--- config.mk ---
export PLATFORM = sky130hd
export DESIGN_NAME = rdmap_hdr_dispatch_flat
export DESIGN_NICKNAME = d
export VERILOG_FILES = /design/src/rtl/rdmap_hdr_pkg.sv /design/src/rtl/rdmap_hdr_dispatch_if.sv /design/src/rtl/rdmap_tid_table.sv /design/src/rtl/rdmap_hdr_dispatch.sv /design/src/flat_wrapper.sv
export SDC_FILE = /design/constraint.sdc
export NUM_CORES = 2
export LEC_CHECK = 0
export BUFFER_PORTS_ARGS = -buffer_cell sky130_fd_sc_hd__clkbuf_2
export CAP_MARGIN = 10
export CELL_PAD_IN_SITES_DETAIL_PLACEMENT = 1
export CELL_PAD_IN_SITES_GLOBAL_PLACEMENT = 2
export CORE_MARGIN = 5
export CORE_UTILIZATION = 35
export CTS_CLUSTER_SIZE = 20
export DETAILED_ROUTE_END_ITERATION = 6
export PLACE_DENSITY_LB_ADDON = 0.12
export SYNTH_ARGS = -nofsm -noshare
export SYNTH_HDL_FRONTEND = slang
export SYNTH_MEMORY_MAX_BITS = 65536
export SYNTH_SLANG_ARGS = --single-unit
--- constraint.sdc ---
create_clock -name clock -period 16.5 [get_ports clock]
set_input_delay 2.475 -clock clock [delete_from_list [all_inputs] [get_ports clock]]
set_output_delay 2.475 -clock clock [all_outputs]
set_load 0.1 [all_outputs]
--- src/rtl/rdmap_hdr_pkg.sv ---
// Shared opcodes, default geometry and header classification for rdmap_hdr_dispatch.
package rdmap_hdr_pkg;

   localparam int unsigned DEF_HDR_W   = 56;
   localparam int unsigned DEF_TID_W   = 8;
   localparam int unsigned DEF_TID_LSB = 48;
   localparam int unsigned DEF_QN_W    = 16;
   localparam int unsigned DEF_QN_LSB  = 0;
   localparam int unsigned DEF_CNT_W   = 3;

   localparam logic [3:0] OP_SEND    = 4'b0000;
   localparam logic [3:0] OP_REQ     = 4'b0011;
   localparam logic [3:0] OP_ACK     = 4'b0111;
   localparam logic [3:0] OP_WR_DONE = 4'b0110;
   localparam logic [3:0] OP_RD_DONE = 4'b0100;

   typedef enum logic [2:0] {
      CLS_SEND,
      CLS_REQ,
      CLS_ACK,
      CLS_WRDONE,
      CLS_RDDONE,
      CLS_UNKNOWN
   } hdr_cls_e;

   // Any nonzero upper nibble marks the header as unknown regardless of the low opcode.
   function automatic hdr_cls_e classify(input logic [7:0] ctrl);
      hdr_cls_e cls;
      cls = CLS_UNKNOWN;
      if (ctrl[7:4] == 4'h0) begin
         unique case (ctrl[3:0])
            OP_SEND:    cls = CLS_SEND;
            OP_REQ:     cls = CLS_REQ;
            OP_ACK:     cls = CLS_ACK;
            OP_WR_DONE: cls = CLS_WRDONE;
            OP_RD_DONE: cls = CLS_RDDONE;
            default:    cls = CLS_UNKNOWN;
         endcase
      end
      return cls;
   endfunction

endpackage

--- src/rtl/rdmap_hdr_dispatch_if.sv ---
// DDP header handshake between the header source (master) and rdmap_hdr_dispatch (slave).
interface rdmap_hdr_dispatch_if #(
   parameter int unsigned HDR_W = 56
);
   logic             hdrValid;
   logic             hdrReady;
   logic [7:0]       hdrControl;
   logic [HDR_W-1:0] hdrHeader;

   modport master (output hdrValid, output hdrControl, output hdrHeader, input hdrReady);
   modport slave  (input hdrValid, input hdrControl, input hdrHeader, output hdrReady);
endinterface

--- src/rtl/rdmap_tid_table.sv ---
// 1R1W per-TID table with a zeroing sweep after reset; read data is registered and
// a same-address read during write returns the previous contents.
module rdmap_tid_table #(
   parameter int unsigned DEPTH_W = 8,
   parameter int unsigned DATA_W  = 3
) (
   input  logic               clk,
   input  logic               rst,
   input  logic               rd_en,
   input  logic [DEPTH_W-1:0] rd_addr,
   output logic [DATA_W-1:0]  rd_data,
   input  logic               wr_en,
   input  logic [DEPTH_W-1:0] wr_addr,
   input  logic [DATA_W-1:0]  wr_data,
   output logic               init_done
);
   localparam int unsigned DEPTH = 1 << DEPTH_W;

   logic [DATA_W-1:0]  mem_q [DEPTH];
   logic [DEPTH_W-1:0] init_cnt_q, init_cnt_d;
   logic               init_done_q, init_done_d;
   logic [DATA_W-1:0]  rd_data_q, rd_data_d;
   logic               mem_we;
   logic [DEPTH_W-1:0] mem_wa;
   logic [DATA_W-1:0]  mem_wd;

   always_comb begin
      init_cnt_d  = init_cnt_q;
      init_done_d = init_done_q;
      if (!init_done_q) begin
         init_cnt_d = init_cnt_q + 1'b1;
         if (init_cnt_q == '1) init_done_d = 1'b1;
      end
      // The sweep owns the write port until it finishes.
      mem_we    = init_done_q ? wr_en   : 1'b1;
      mem_wa    = init_done_q ? wr_addr : init_cnt_q;
      mem_wd    = init_done_q ? wr_data : '0;
      rd_data_d = rd_en ? mem_q[rd_addr] : rd_data_q;
   end

   always_ff @(posedge clk or posedge rst) begin
      if (rst) begin
         init_cnt_q  <= '0;
         init_done_q <= 1'b0;
         rd_data_q   <= '0;
      end else begin
         init_cnt_q  <= init_cnt_d;
         init_done_q <= init_done_d;
         rd_data_q   <= rd_data_d;
      end
   end

   always_ff @(posedge clk) begin
      if (mem_we) mem_q[mem_wa] <= mem_wd;
   end

   assign rd_data   = rd_data_q;
   assign init_done = init_done_q;

endmodule

--- src/rtl/rdmap_hdr_dispatch.sv ---
// RDMAP header classifier/dispatcher with per-TID send segment counting and ack queue numbers.
// Optional build macro HDR_STATS_EN adds saturating send/drop counters.
module rdmap_hdr_dispatch
   import rdmap_hdr_pkg::*;
#(
   parameter int unsigned HDR_W   = DEF_HDR_W,
   parameter int unsigned TID_W   = DEF_TID_W,
   parameter int unsigned TID_LSB = DEF_TID_LSB,
   parameter int unsigned QN_W    = DEF_QN_W,
   parameter int unsigned QN_LSB  = DEF_QN_LSB,
   parameter int unsigned CNT_W   = DEF_CNT_W
) (
   input  logic                  clock,
   input  logic                  reset,
   rdmap_hdr_dispatch_if.slave   hdr,
   output logic                  segNumRd,
   output logic [TID_W-1:0]      segNumRdAddr,
   input  logic [CNT_W-1:0]      segNumRdData,
   output logic                  offloadPush,
   output logic [TID_W-1:0]      offloadData,
   input  logic                  offloadAfull,
   output logic                  sendDonePush,
   output logic [TID_W-1:0]      sendDoneData,
   input  logic                  sendDoneAfull,
   output logic                  ackPush,
   output logic [TID_W+QN_W-1:0] ackData,
   input  logic                  ackFull,
   output logic                  wrDonePush,
   output logic [TID_W-1:0]      wrDoneData,
   input  logic                  wrDoneFull,
   output logic                  rdDonePush,
   output logic [TID_W-1:0]      rdDoneData,
   input  logic                  rdDoneFull,
   output logic                  reqValid,
   output logic [HDR_W-1:0]      reqInfo,
   input  logic                  reqReady,
   input  logic                  queueNumRd,
   input  logic [TID_W-1:0]      queueNumRdAddr,
   output logic [QN_W-1:0]       queueNumRdData
`ifdef HDR_STATS_EN
   ,
   output logic [15:0]           statSendCnt,
   output logic [15:0]           statDropCnt
`endif
);

   hdr_cls_e         cls;
   logic [TID_W-1:0] tid;
   logic [QN_W-1:0]  qn;
   logic             cls_ready, init_done, cnt_init_done, qn_init_done;
   logic             accept, send_acc;

   logic             s1_valid_q, s1_valid_d;
   logic [TID_W-1:0] s1_tid_q, s1_tid_d;
   logic             fwd_hit_q, fwd_hit_d;
   logic [CNT_W-1:0] fwd_data_q, fwd_data_d;
   logic [CNT_W-1:0] cnt_rd, cnt_cur, sent, cnt_wr;
   logic             sop, eop;

   assign cls       = classify(hdr.hdrControl);
   assign tid       = hdr.hdrHeader[TID_LSB +: TID_W];
   assign qn        = hdr.hdrHeader[QN_LSB +: QN_W];
   assign init_done = cnt_init_done & qn_init_done;

   always_comb begin
      cls_ready = 1'b1;
      unique case (cls)
         CLS_SEND:   cls_ready = ~offloadAfull & ~sendDoneAfull;
         CLS_ACK:    cls_ready = ~ackFull;
         CLS_WRDONE: cls_ready = ~wrDoneFull;
         CLS_RDDONE: cls_ready = ~rdDoneFull;
         CLS_REQ:    cls_ready = reqReady;
         default:    cls_ready = 1'b1;
      endcase
   end

   assign hdr.hdrReady = init_done & cls_ready;
   assign accept       = hdr.hdrValid & hdr.hdrReady;
   assign send_acc     = accept & (cls == CLS_SEND);

   assign ackPush    = accept & (cls == CLS_ACK);
   assign ackData    = {tid, qn};
   assign wrDonePush = accept & (cls == CLS_WRDONE);
   assign wrDoneData = tid;
   assign rdDonePush = accept & (cls == CLS_RDDONE);
   assign rdDoneData = tid;
   assign reqValid   = hdr.hdrValid & init_done & (cls == CLS_REQ);
   assign reqInfo    = hdr.hdrHeader;

   assign segNumRd     = send_acc;
   assign segNumRdAddr = tid;

   // Stage-1 write of the previous send is not yet visible in the table read, so
   // a same-TID follower takes the written value from the forward register instead.
   always_comb begin
      cnt_cur    = fwd_hit_q ? fwd_data_q : cnt_rd;
      sent       = cnt_cur + CNT_W'(1);
      sop        = (sent == CNT_W'(1));
      eop        = (sent == segNumRdData) || (segNumRdData == '0) || (sent == '0);
      cnt_wr     = eop ? '0 : sent;
      s1_valid_d = send_acc;
      s1_tid_d   = send_acc ? tid : s1_tid_q;
      fwd_hit_d  = send_acc & s1_valid_q & (tid == s1_tid_q);
      fwd_data_d = fwd_hit_d ? cnt_wr : fwd_data_q;
   end

   always_ff @(posedge clock or posedge reset) begin
      if (reset) begin
         s1_valid_q <= 1'b0;
         s1_tid_q   <= '0;
         fwd_hit_q  <= 1'b0;
         fwd_data_q <= '0;
      end else begin
         s1_valid_q <= s1_valid_d;
         s1_tid_q   <= s1_tid_d;
         fwd_hit_q  <= fwd_hit_d;
         fwd_data_q <= fwd_data_d;
      end
   end

   assign offloadPush  = s1_valid_q & sop;
   assign offloadData  = s1_tid_q;
   assign sendDonePush = s1_valid_q & eop;
   assign sendDoneData = s1_tid_q;

   rdmap_tid_table #(.DEPTH_W(TID_W), .DATA_W(CNT_W)) u_cnt_tbl (
      .clk       (clock),
      .rst       (reset),
      .rd_en     (send_acc),
      .rd_addr   (tid),
      .rd_data   (cnt_rd),
      .wr_en     (s1_valid_q),
      .wr_addr   (s1_tid_q),
      .wr_data   (cnt_wr),
      .init_done (cnt_init_done)
   );

   rdmap_tid_table #(.DEPTH_W(TID_W), .DATA_W(QN_W)) u_qn_tbl (
      .clk       (clock),
      .rst       (reset),
      .rd_en     (queueNumRd),
      .rd_addr   (queueNumRdAddr),
      .rd_data   (queueNumRdData),
      .wr_en     (ackPush),
      .wr_addr   (tid),
      .wr_data   (qn),
      .init_done (qn_init_done)
   );

`ifdef HDR_STATS_EN
   logic [15:0] stat_send_q, stat_send_d;
   logic [15:0] stat_drop_q, stat_drop_d;

   always_comb begin
      stat_send_d = stat_send_q;
      stat_drop_d = stat_drop_q;
      if (send_acc && stat_send_q != '1) stat_send_d = stat_send_q + 16'd1;
      if (accept && cls == CLS_UNKNOWN && stat_drop_q != '1) stat_drop_d = stat_drop_q + 16'd1;
   end

   always_ff @(posedge clock or posedge reset) begin
      if (reset) begin
         stat_send_q <= '0;
         stat_drop_q <= '0;
      end else begin
         stat_send_q <= stat_send_d;
         stat_drop_q <= stat_drop_d;
      end
   end

   assign statSendCnt = stat_send_q;
   assign statDropCnt = stat_drop_q;
`endif

endmodule

--- src/flat_wrapper.sv ---
// flat-port wrapper written by rule: the top's interface ports become plain ports
module rdmap_hdr_dispatch_flat import rdmap_hdr_pkg::*;
#(
   parameter int unsigned HDR_W   = DEF_HDR_W,
   parameter int unsigned TID_W   = DEF_TID_W,
   parameter int unsigned TID_LSB = DEF_TID_LSB,
   parameter int unsigned QN_W    = DEF_QN_W,
   parameter int unsigned QN_LSB  = DEF_QN_LSB,
   parameter int unsigned CNT_W   = DEF_CNT_W
)
  (clock, reset, segNumRd, segNumRdAddr, segNumRdData, offloadPush, offloadData, offloadAfull, sendDonePush, sendDoneData, sendDoneAfull, ackPush, ackData, ackFull, wrDonePush, wrDoneData, wrDoneFull, rdDonePush, rdDoneData, rdDoneFull, reqValid, reqInfo, reqReady, queueNumRd, queueNumRdAddr, queueNumRdData, hdr_hdrValid, hdr_hdrControl, hdr_hdrHeader, hdr_hdrReady);
  rdmap_hdr_dispatch_if #(.HDR_W(HDR_W)) hdr_i ();
  input  logic clock;
  input  logic reset;
  output logic segNumRd;
  output logic [TID_W-1:0] segNumRdAddr;
  input  logic [CNT_W-1:0] segNumRdData;
  output logic offloadPush;
  output logic [TID_W-1:0] offloadData;
  input  logic offloadAfull;
  output logic sendDonePush;
  output logic [TID_W-1:0] sendDoneData;
  input  logic sendDoneAfull;
  output logic ackPush;
  output logic [TID_W+QN_W-1:0] ackData;
  input  logic ackFull;
  output logic wrDonePush;
  output logic [TID_W-1:0] wrDoneData;
  input  logic wrDoneFull;
  output logic rdDonePush;
  output logic [TID_W-1:0] rdDoneData;
  input  logic rdDoneFull;
  output logic reqValid;
  output logic [HDR_W-1:0] reqInfo;
  input  logic reqReady;
  input  logic queueNumRd;
  input  logic [TID_W-1:0] queueNumRdAddr;
  output logic [QN_W-1:0] queueNumRdData;
  input wire logic [$bits(hdr_i.hdrValid)-1:0] hdr_hdrValid;
  input wire logic [$bits(hdr_i.hdrControl)-1:0] hdr_hdrControl;
  input wire logic [$bits(hdr_i.hdrHeader)-1:0] hdr_hdrHeader;
  output wire logic [$bits(hdr_i.hdrReady)-1:0] hdr_hdrReady;
  assign hdr_i.hdrValid = hdr_hdrValid;
  assign hdr_i.hdrControl = hdr_hdrControl;
  assign hdr_i.hdrHeader = hdr_hdrHeader;
  assign hdr_hdrReady = hdr_i.hdrReady;
  rdmap_hdr_dispatch #(.HDR_W(HDR_W), .TID_W(TID_W), .TID_LSB(TID_LSB), .QN_W(QN_W), .QN_LSB(QN_LSB), .CNT_W(CNT_W)) u_core (.clock(clock), .reset(reset), .hdr(hdr_i), .segNumRd(segNumRd), .segNumRdAddr(segNumRdAddr), .segNumRdData(segNumRdData), .offloadPush(offloadPush), .offloadData(offloadData), .offloadAfull(offloadAfull), .sendDonePush(sendDonePush), .sendDoneData(sendDoneData), .sendDoneAfull(sendDoneAfull), .ackPush(ackPush), .ackData(ackData), .ackFull(ackFull), .wrDonePush(wrDonePush), .wrDoneData(wrDoneData), .wrDoneFull(wrDoneFull), .rdDonePush(rdDonePush), .rdDoneData(rdDoneData), .rdDoneFull(rdDoneFull), .reqValid(reqValid), .reqInfo(reqInfo), .reqReady(reqReady), .queueNumRd(queueNumRd), .queueNumRdAddr(queueNumRdAddr), .queueNumRdData(queueNumRdData));
endmodule
==> metrics.txt <==
core footprint between 500000 and 600000 sq um; unrepaired setup endpoints after global routing no; total gr overflow 0; startpoint class of the critical path input pin; vias in the first global route slightly above 100k; DRC 0; Slowest-stage cell, CP or4_1; synth unique cells 67; status complete, no violations; Tot GR Track Use 0.2150; dpl hpwl around 370000 um; r2r worst-path depth 10; Setup Fix Bufs, Post-CTS 0; drt total wl around 600000 um; Hold Violations, Final 0; clk sinks between 4000 and 5000; largest net degree at the start of global routing 180; final setup violation count 0; min Tclk post-route approximately 7200 ps; Crit path arrival time between 4000 and 5000 ps; die height approximately 750 um; port bufs ~160; setup slack, reg-to-reg ~11000 ps; I/O pin total approximately 230; critical path class input pin to primary output; Root Driver clkbuf_16; CTS-repair resized insts 0; delay-heaviest family, CP simple AND/OR/NAND/NOR gates; Crit path depth 6; cell row count 272; Clock Skews slightly above 40 ps; Peak Freq between 100 and 150 MHz; setup TNS 0 ps; Hold EP u_core.u_qn_tbl.rd_data[1]; TritonCTS clock tree built; Crit. End Element primary output; Slew @ Worst Pin 1476 ps; crit-path max FO 5; Cells after Synth 9183; CTS Hold Bufs 0; min-delay src u_core.u_qn_tbl.rd_data[1]; Rel. slew slack 0.01602; #FFs+latches synth 4914; clock buffer depth 4; Final Net Count 9803; Avg Cell Area, Syn about 21 sq um; utilization after layout 0.4017; Final ANT Viol Nets 0; Synth async-reset ratio 0.01018; Max Cap Violations 0; sequential area share after synthesis 0.7679; Slew Limit Fails 0; drt via density roughly 5.5; Hold Crit Class flip-flop to flip-flop; synth warn 0; Worst R2R End u_core.u_cnt_tbl.mem_q[131][0]; routed vias 96200; slowest stage delay, CP 570 ps; global-route wire length before repair 850000 um; CP cell instances clkbuf_2, or4_1, or3_1, or3_1, inv_1, clkbuf_2; TritonCTS Buffers 559; crit share post-route 0.4392; leading area contributor after synthesis edfxtp_1; P_leak 60.05 nW; synthesized cell area approximately 190000 sq um; share of layout cells above drive strength 1 0.2639; worst path required time about 14000 ps; detailed-route wire length per cell between 30 and 40 um; RR Startpoint u_core.fwd_hit_q; Buffers & Inverters on Critical Path 3; routability cong. just under 0.8; Die X between 700 and 800 um; Clk Latency, worst-skew pair approximately 1100 ps; Clock Pin Slew Worst Setup and Hold Paths about 60 ps; worst vdd ir roughly 120 uV; Synth top area share 0.7614; top_reg_cell synth edfxtp_1; die area about 560000 sq um; H-Tree Depth 6; drt pass-1 iters 7; WHS Path Cells 2; Mapped Nets between 9000 and 10000; pwr dens roughly 120 nW/um^2; number of synthesized flops with an enable pin between 4000 and 5000; dominant cells by area after synthesis edfxtp_1 (76%), mux4_2 (13%), mux2i_1 (2.9%); initial antenna violation count 36; Initial DRC Count a little over 9000; Starting Density 0.3503; P&R area growth vs syn 14.65%
## metrics by stage
| stage | total power, mW | hold slack, ps | area, sq um | worst slack, ps | std cells |
|---|---|---|---|---|---|
| after floorplan | 14.35 | 448.2 | 191800 | 7434 | 9183 |
| after global placement | 14.61 | 500.2 | 202300 | 7312 | 16390 |
| after detailed placement | 14.61 | 517.3 | 202700 | 8388 | 16410 |
| after CTS | 26.46 | 528.6 | 219800 | 9231 | 17390 |
| after global routing | 27.02 | 555.5 | 219900 | 8928 | 17400 |
| final | 26.14 | 527.8 | 219900 | 9252 | 17420 |
## where the power goes
part           switching, mW  internal [mW]
sequential            0.0105           13.5
clock                   5.07           6.74
combinational          0.591          0.223
total                   5.67           20.5
## cell usage in the layout, fill, tap and decap left out, drive strengths merged, types with 45 or more instances in the layout
cell / netlist / layout
edfxtp: 4864 / 4864
dfrtp: 50 / 50
buf: 407 / 461
o221ai: 173 / 173
clkbuf: 242 / 868
nor2: 603 / 603
nand2: 265 / 265
o21ai: 75 / 75
clkinv: 1 / 208
mux4: 1078 / 1078
mux2i: 556 / 556
o22ai: 195 / 195
a2111oi: 45 / 45
a21oi: 106 / 106
nand3: 57 / 57
inv: 25 / 55
a211oi: 63 / 63
## cell usage after synthesis (all sizes together) (11+ instances only)
master and count:
mux4 1078, a21boi 11, o22a 12, mux2i 556, buf 407, xnor2 17
nand4 14, a211oi 63, a22oi 12, o221ai 173, inv 25, o21ai 75
nor3 37, a2111oi 45, o2111ai 11, nor2 603, a311oi 12, and2 42
nand2b 22, o22ai 195, nor2b 13, nor4 22, dfrtp 50, nand3b 12
nand2 265, edfxtp 4864, clkbuf 242, nand3 57, a21oi 106
## logic make-up (layout without fill, tap and decap cells)
logic type | after synthesis | in the layout | share of synthesized area
AND/OR/NAND/NOR | 1132 | 1132 | 0.02527
flip-flops | 4914 | 4914 | 0.7679
XOR/XNOR | 24 | 24 | 0.001167
adder cells (fa/ha/maj) | 5 | 5 | 0.0003261
other | 0 | 24 | 0
AO/OA/AOI/OAI | 793 | 793 | 0.02940
multiplexers | 1640 | 1640 | 0.1559
buffers and inverters | 675 | 1626 | 0.02000
## tightest hold or removal path, stage by stage (launching register included)
cell and delay [ps]:
dfrtp_1 350, nand2_1 70, nand3_1 70
## state kept, by name, summed over array words and instances (netlist names)
name and flops:
u_core.u_qn_tbl.mem_q 4096, u_core.u_qn_tbl.rd_data 16, u_core.s1_valid_q 1, u_core.u_cnt_tbl.rd_data 3, u_core.offloadData 8, u_core.u_qn_tbl.init_cnt_q 8
u_core.fwd_data_q 3, u_core.u_cnt_tbl.init_done 1, u_core.u_cnt_tbl.init_cnt_q 8, u_core.u_cnt_tbl.mem_q 768, u_core.fwd_hit_q 1, u_core.u_qn_tbl.init_done 1
## cell type report
cell class	count	area, sq um
fill	51390	327600
sequential	4914	147300
multi-input combinational	3594	41560
clock buffer	711	14740
tap	7261	9085
timing repair buffer	618	4706
clock inverter	271	2377
inverter	26	107.6
antenna	24	60.06
## routing by layer
layer	routed length [um]	up-vias	GRT usage
met4	12990	6	0.04474
met2	309500	2568	0.3684
met1	265400	53570	0.2946
met5	43	-	0
li1	-	39380	-
met3	28770	675	0.02729
## worst max path at each step
stage / start / to
2_1_floorplan: hdr_hdrControl[4] / wrDonePush
3_3_place_gp: queueNumRdAddr[0] / u_core.u_qn_tbl.rd_data[15]
3_5_place_dp: queueNumRdAddr[0] / u_core.u_qn_tbl.rd_data[12]
4_1_cts: hdr_hdrControl[4] / segNumRd
5_1_grt: u_core.fwd_hit_q / sendDonePush
6_report: hdr_hdrControl[4] / segNumRd
(Power assumes the default switching activity.)
